<file path="src/rtl/seven_seg_scan_driver.sv">
// Six-digit common-anode 7-segment scan driver for the BCD time bus.
// Ports: clk, rst (async, active-high); s1..h2 BCD digits; blink_sel
// (00 none, 01 hours, 10 minutes, 11 seconds); dp_en separator enable;
// an[5:0], seg[6:0] (gfedcba), dp -- all active-low and registered.
module seven_seg_scan_driver #(
   parameter int DIGIT_TICKS = 100_000,
   parameter int BLANK_TICKS = 2_000,
   parameter int BLINK_TICKS = 50_000_000
) (
   input  logic       clk,
   input  logic       rst,
   input  logic [3:0] s1,
   input  logic [3:0] s2,
   input  logic [3:0] m1,
   input  logic [3:0] m2,
   input  logic [3:0] h1,
   input  logic [3:0] h2,
   input  logic [1:0] blink_sel,
   input  logic       dp_en,
   output logic [5:0] an,
   output logic [6:0] seg,
   output logic       dp
);

   localparam int TW = $clog2(DIGIT_TICKS);
   localparam int BW = (BLINK_TICKS > 1) ? $clog2(BLINK_TICKS) : 1;
   localparam logic [TW-1:0] TICK_LAST = TW'(DIGIT_TICKS - 1);
   localparam logic [TW-1:0] TICK_BLNK = TW'(BLANK_TICKS);
   localparam logic [BW-1:0] BLNK_LAST = BW'(BLINK_TICKS - 1);

   logic [TW-1:0] tick;
   logic [2:0]    idx;
   logic [BW-1:0] blink_cnt;
   logic          blink_ph;
   logic [23:0]   snap;

   logic          slot_end;
   logic          blank;
   logic          sel_hit;
   logic          dark;
   logic [3:0]    digit;
   logic [6:0]    seg_dec;
   logic [5:0]    an_n;
   logic [6:0]    seg_n;
   logic          dp_n;

   assign slot_end = (tick == TICK_LAST);

   // Scan position, blink timebase and frame snapshot.
   always_ff @(posedge clk or posedge rst) begin
      if (rst) begin
         tick      <= '0;
         idx       <= 3'd0;
         blink_cnt <= '0;
         blink_ph  <= 1'b0;
         snap      <= '0;
      end else begin
         if (slot_end) begin
            tick <= '0;
            if (idx == 3'd5) begin
               idx  <= 3'd0;
               // Whole-frame sample keeps all digits from one instant.
               snap <= {h2, h1, m2, m1, s2, s1};
            end else begin
               idx <= idx + 3'd1;
            end
         end else begin
            tick <= tick + 1'b1;
         end
         if (blink_cnt == BLNK_LAST) begin
            blink_cnt <= '0;
            blink_ph  <= ~blink_ph;
         end else begin
            blink_cnt <= blink_cnt + 1'b1;
         end
      end
   end

   always_comb begin
      digit = 4'd0;
      unique case (idx)
         3'd0:    digit = snap[3:0];
         3'd1:    digit = snap[7:4];
         3'd2:    digit = snap[11:8];
         3'd3:    digit = snap[15:12];
         3'd4:    digit = snap[19:16];
         3'd5:    digit = snap[23:20];
         default: digit = 4'd0;
      endcase
   end

   always_comb begin
      seg_dec = 7'b0111111;
      unique case (digit)
         4'd0:    seg_dec = 7'b1000000;
         4'd1:    seg_dec = 7'b1111001;
         4'd2:    seg_dec = 7'b0100100;
         4'd3:    seg_dec = 7'b0110000;
         4'd4:    seg_dec = 7'b0011001;
         4'd5:    seg_dec = 7'b0010010;
         4'd6:    seg_dec = 7'b0000010;
         4'd7:    seg_dec = 7'b1111000;
         4'd8:    seg_dec = 7'b0000000;
         4'd9:    seg_dec = 7'b0010000;
         default: seg_dec = 7'b0111111;
      endcase
   end

   always_comb begin
      blank   = (tick < TICK_BLNK);
      sel_hit = 1'b0;
      unique case (blink_sel)
         2'b01:   sel_hit = (idx >= 3'd4);
         2'b10:   sel_hit = (idx == 3'd2) || (idx == 3'd3);
         2'b11:   sel_hit = (idx <= 3'd1);
         default: sel_hit = 1'b0;
      endcase
      // Blink darkens the digit but leaves the separator alone.
      dark  = blank || (blink_ph && sel_hit);
      an_n  = dark ? 6'b111111 : ~(6'b000001 << idx);
      seg_n = dark ? 7'b1111111 : seg_dec;
      dp_n  = ~(dp_en && !blank && ((idx == 3'd2) || (idx == 3'd4)));
   end

   always_ff @(posedge clk or posedge rst) begin
      if (rst) begin
         an  <= 6'b111111;
         seg <= 7'b1111111;
         dp  <= 1'b1;
      end else begin
         an  <= an_n;
         seg <= seg_n;
         dp  <= dp_n;
      end
   end

endmodule

</file>
<file path="config.mk">
export PLATFORM = sky130hd
export DESIGN_NAME = seven_seg_scan_driver
export DESIGN_NICKNAME = d
export VERILOG_FILES = /design/src/rtl/seven_seg_scan_driver.sv
export SDC_FILE = /design/constraint.sdc
export NUM_CORES = 1
export LEC_CHECK = 0
export BUFFER_PORTS_ARGS = -buffer_cell sky130_fd_sc_hd__buf_4
export CAP_MARGIN = 20
export CORE_ASPECT_RATIO = 0.7
export CORE_MARGIN = 2
export CORE_UTILIZATION = 57
export DETAILED_ROUTE_END_ITERATION = 10
export PLACE_DENSITY = 0.82
export SLEW_MARGIN = 0
export SYNTH_ARGS = -nofsm -noshare
export SYNTH_HDL_FRONTEND = slang
export SYNTH_SLANG_ARGS = --single-unit
</file>
<file path="constraint.sdc">
create_clock -name clk -period 7.74 [get_ports clk]
set_input_delay 2.322 -clock clk [delete_from_list [all_inputs] [get_ports clk]]
set_output_delay 2.322 -clock clk [all_outputs]
set_load 0.02 [all_outputs]
</file>
# Word level (Yosys, flattened, before mapping)

Memory sizes are Yosys's and may differ from the RTL's.
Cells that the tools add are included.
Widths: inputs -> output; s select.

Register bits: 85
Memory bits (read-only): 112
Input bits: 29
Output and inout port bits: 14
Word-level logic and storage cells: 45
Memories: 1

Memories:

| name            | depth | bits a word | rd ports | clocked after Yosys merged registers in | wr ports | RTL line | text |
|---|---|---|---|---|---|---|---|
| (no name shown) | 16    | 7           | 1        | 0                                       | 0        | 94       | `unique case (digit)` |

$add $sub $neg: 3
Order comparisons: 3
Eq/ne operators: 10
Shift operators: 1
Multiplexer cells: 7
Bitwise operators: 3
Reductions and logical operators: 9

Operator list:

| kind                  | count |
|---|---|
| $add 26x1->26 const B | 1 |
| $eq 26x26->1 const B  | 1 |
| $mux 26               | 1 |
| $pmux 4 s6            | 1 |
| $add 17x1->17 const B | 1 |
| $eq 17x17->1 const B  | 1 |
| $lt 17x11->1 const B  | 1 |
| $mux 17               | 1 |
| $mux 7                | 1 |
| $eq 3x2->1 const B    | 2 |
| $eq 3x3->1 const B    | 2 |
| $mux 6                | 1 |
| $not 6->6             | 1 |
| $shl 1x3->6 const A   | 1 |
| $eq 2x2->1 const B    | 2 |
| $add 3x1->3 const B   | 1 |
| $eq 3x1->1 const B    | 1 |
| $ge 3x3->1 const B    | 1 |
| $le 3x1->1 const B    | 1 |
| $logic_and 1x1->1     | 3 |
| $logic_not 3->1       | 1 |
| $logic_or 1x1->1      | 3 |
| $mux 3                | 1 |
| $pmux 1 s3            | 1 |
| other kinds (4)       | 5 |

# Depth between registers and ports, before layout

Word-level depth: 6
Mapped depth: 11
Gate-level depth less buffers: 8

# Worst setup path before layout

OpenSTA, ideal clock, no wires.

Path type: in2reg
From: input blink_sel[0]
To: register seg[0]
Setup time: 0.091 ns
Arrival time: 3.040 ns
Required time: 7.649 ns
Slack: 4.609 ns
Stages: 5
Buffers on the path: 0
Path through: xor2_1 > nand4_1 > nand3_1 > nor3_1 > a31oi_1

Longest elaborated chain between the ends: 5
Elaborated cells on any way between the ends: 7
Classes of those cells: 3 x eq/ne; 2 x mux; 2 x reduce/logical

RTL lines:

| element                                         | RTL line | text |
|---|---|---|
| start: declaration                              | 18       | `input logic [1:0] blink_sel,` |
| $eq 2x2->1 / $eq 2x1->1 (equally long branches) | 112      | `unique case (blink_sel)` |
| $pmux 1 s3 (*)                                  | 112      |  |
| $logic_and 1x1->1 (*)                           | 119      | `dark = blank \|\| (blink_ph && sel_hit);` |
| $logic_or 1x1->1 (*)                            | 119      |  |
| $mux 7 (*)                                      | 121      | `seg_n = dark ? 7'b1111111 : seg_dec;` |
| net seg_n[0]                                    | 44       | `logic [6:0] seg_n;` |
| end signal: assignment                          | 132      | `seg <= seg_n;` |
| end: declaration                                | 21       | `output logic [6:0] seg,` |

The timed path passes the listed nets; every way through them passes the cells marked *.
A chain may end at the register's enable or synchronous reset.

# Final worst setup path

From: register seg[6]
To: output seg[6]

No word-level cell between the ends.

==> results_dict.tcl <==
set metrics [dict create \
    synth-seq-cells 85 \
    status "finished clean" \
    min_path_type "register to register" \
    postCtsSetupBuffers 0 \
    slew_violations 0 \
    slew_headroom 0.2820 \
    instances_no_fill 503 \
    clk_latency_ps 350 \
    ant_nets 0 \
    grt_busiest_layer "met1" \
    die-height_um 74.80 \
    cts-buffers-inserted 9 \
    synth_top_area_share 0.4353 \
    grt_first_pass_wirelength_mm 13.54 \
    die_width_um 105.1 \
    vias 2908 \
    place.gp.congestion 0.8893 \
    placed_cells 486 \
    routed_wl_mm 8.203 \
    syn_area_per_cell_sq_um 11.34 \
    cts.sinks 85 \
    reg2reg_slack_ps 4620 \
    ys_seq_area_frac 0.5254 \
    core_area_sq_mm 0.006850 \
    setup_viol 0 \
    slowest_delay_ps 540 \
    drc 0 \
    grt_pass1_vias 2685 \
    synth_edf_count 0 \
    r2r_end "seg[3]" \
    hold_buffers 0 \
    min_period_ps 3343 \
    ys_warn_count 0 \
    clockBufferDepth 2 \
    postSynthCellCount 360 \
    dr.pass1.iters 6 \
    skew_ps 8.871 \
    synth_most_common_cell "dfrtp_1" \
    p_leak_nw 2.176 \
    htree_levels 3 \
    synth_top_area_cell "dfrtp_1" \
    path_class "register to output pin" \
    cts_tree "built" \
    min_from "tick[0]" \
    crit_fanout 1 \
    area_growth_pct 14.75 \
    routedWlPerCell_um 16.31 \
    clkSlewWorstSetupHoldPaths_ps 80 \
    tightest_slew_ps 1077 \
    antenna_found_initial 0 \
    end_kind "output pin" \
    crit_arrival_ps 1020 \
    min_to "tick[0]" \
    drive_gt1_frac 0.2249 \
    async_flop_share 1.000 \
    path_cells "buf_4" \
    cellPowerDensity_mw_per_mm2 167.5 \
    cts-resized-gates 0 \
    synth_flop_cell "dfrtp_1" \
    grtUsageTotal 0.2266 \
    met2_usage 0.3283 \
    synthTopCellsByArea "dfrtp_1 44%, dfstp_2 9.0%, mux2_1 5.5%" \
    rows 25 \
    port-buffer-count 42 \
    clockRootBuffer "clkbuf_8" \
    hold_depth 1 \
    reg2regPathDepth 8 \
    rsz0062_at_grt "no" \
    timing.setup.tns_ps 0 \
    start_util 0.5958 \
    antenna_cells_inserted 0 \
    crit_family "flip-flops" \
    overflow 0 \
    met3_usage 0.06667 \
    timing.rr.start "idx[2]" \
    max_clock_freq_mhz 299.1 \
    ios 43 \
    drt_iter0_markers 215 \
    nNetsFinal 441 \
    layout_worst_path_cycle_share 0.4319 \
    crit_required_ps 5420 \
    viasPerCell 5.781 \
    cp_num_buf_inv 1 \
    drv_cap 0 \
    peakVddDrop_v 0.0001164 \
    nFillCells 509 \
    syn-num-nets 397 \
    post-dp-hpwl_mm 5.812 \
    synth_commonest_cells "71 x dfrtp_1, 39 x nor2_1, 25 x nand2_1, 25 x nand3_1, 24 x xor2_1" \
    setup.worst_path.start_class "register" \
    cpMaxStageDelayCell "dfstp_2" \
    finalHoldViolCount 0 \
    yosysUniqueCellTypes 47 \
    synthesis.area_sq_mm 0.004081 \
    use_met1 0.3379 \
    dieArea_sq_mm 0.007864 \
    grt_max_degree 86 \
]
-- layout by cell type (no fill, tap or decap), drive strengths merged, types with 3 or more instances in the layout --
cell type	n
dfrtp	71
nor2	39
o21ai	5
dfstp	14
a222oi	4
nand3	25
a31oi	4
clkbuf	12
and3	5
clkinv	3
nor3	7
nor2b	3
xor2	24
mux2	30
nand4	13
and2	3
a22oi	4
and4	3
buf	45
ha	8
inv	10
a21oi	3
nand2	25
xnor2	18
nor4	6
-- through the flow --
stage                     setup slack, ps  area [sq um]  hold WS [ps]  total power, W    util
after global placement               4363          4453         461.4       0.0004733  0.6500
after CTS                            4390          4656         492.7       0.0007899  0.6796
after global routing                 4360          4683         512.0       0.0008120  0.6837
after floorplan                      3248          4081         449.7       0.0004593       -
after detailed placement             4318          4453         476.0       0.0004737  0.6500
final                                4397          4683         489.3       0.0007845  0.6837
-- how the worst max path moves through the flow --
stage | depth (start not counted) | to | start
finish | 1 | seg[6] | seg[6]
global placement | 6 | seg[0] | blink_sel[0]
global route | 1 | an[3] | an[3]
detailed placement | 6 | seg[3] | blink_sel[0]
CTS | 1 | seg[1] | seg[1]
floorplan | 1 | blink_cnt[0] | rst
-- metal layers --
| layer | vias up | wire [um] |
|---|---|---|
| li1 | 1362 | - |
| met1 | 1429 | 3928 |
| met2 | 109 | 3546 |
| met3 | 8 | 643 |
| met4 | 0 | 84 |
| met5 | - | 0 |
-- worst register-to-register path, stage by stage (launching register included) --
cell,delay [ps]
dfrtp_1,840
inv_1,330
ha_1,430
a222oi_1,390
o22ai_1,220
inv_1,200
ha_1,170
o221ai_1,180
a31oi_1,270
-- final cells by class --
class | count | area, sq um | area share
Sequential cell | 85 | 2145 | 0.4579
Multi-Input combinational cell | 252 | 1818 | 0.3882
Timing Repair Buffer | 45 | 357.8 | 0.07641
Clock buffer | 12 | 155.1 | 0.03313
Tap cell | 94 | 117.6 | 0.02511
Clock inverter | 4 | 47.55 | 0.01015
Inverter | 11 | 42.54 | 0.009084
-- report_power, final --
group	leakage (nW)	internal [W]	total, W	switching [W]
Combinational	0.963	0.0000109	0.0000221	0.0000112
Sequential	1.11	0.000444	0.000444	0
Clock	0.102	0.000166	0.000318	0.000153
-- flip-flops by register name, indices dropped and copies added (netlist names) --
signal and flops:
an 6, blink_cnt 26, blink_ph 1, dp 1
idx 3, seg 7, snap 24, tick 17
-- cells by family (layout without fill, tap and decap cells) --
kind of cell | after synthesis | after routing | share of synthesized area
fa+ha+maj | 8 | 8 | 0.02453
flops | 85 | 85 | 0.5254
xor+xnor | 42 | 42 | 0.09013
compound gates | 32 | 32 | 0.05947
simple gates | 138 | 138 | 0.1827
mux | 32 | 32 | 0.08860
buf+inv | 23 | 72 | 0.02912
Power figures use the tool's default switching activity.
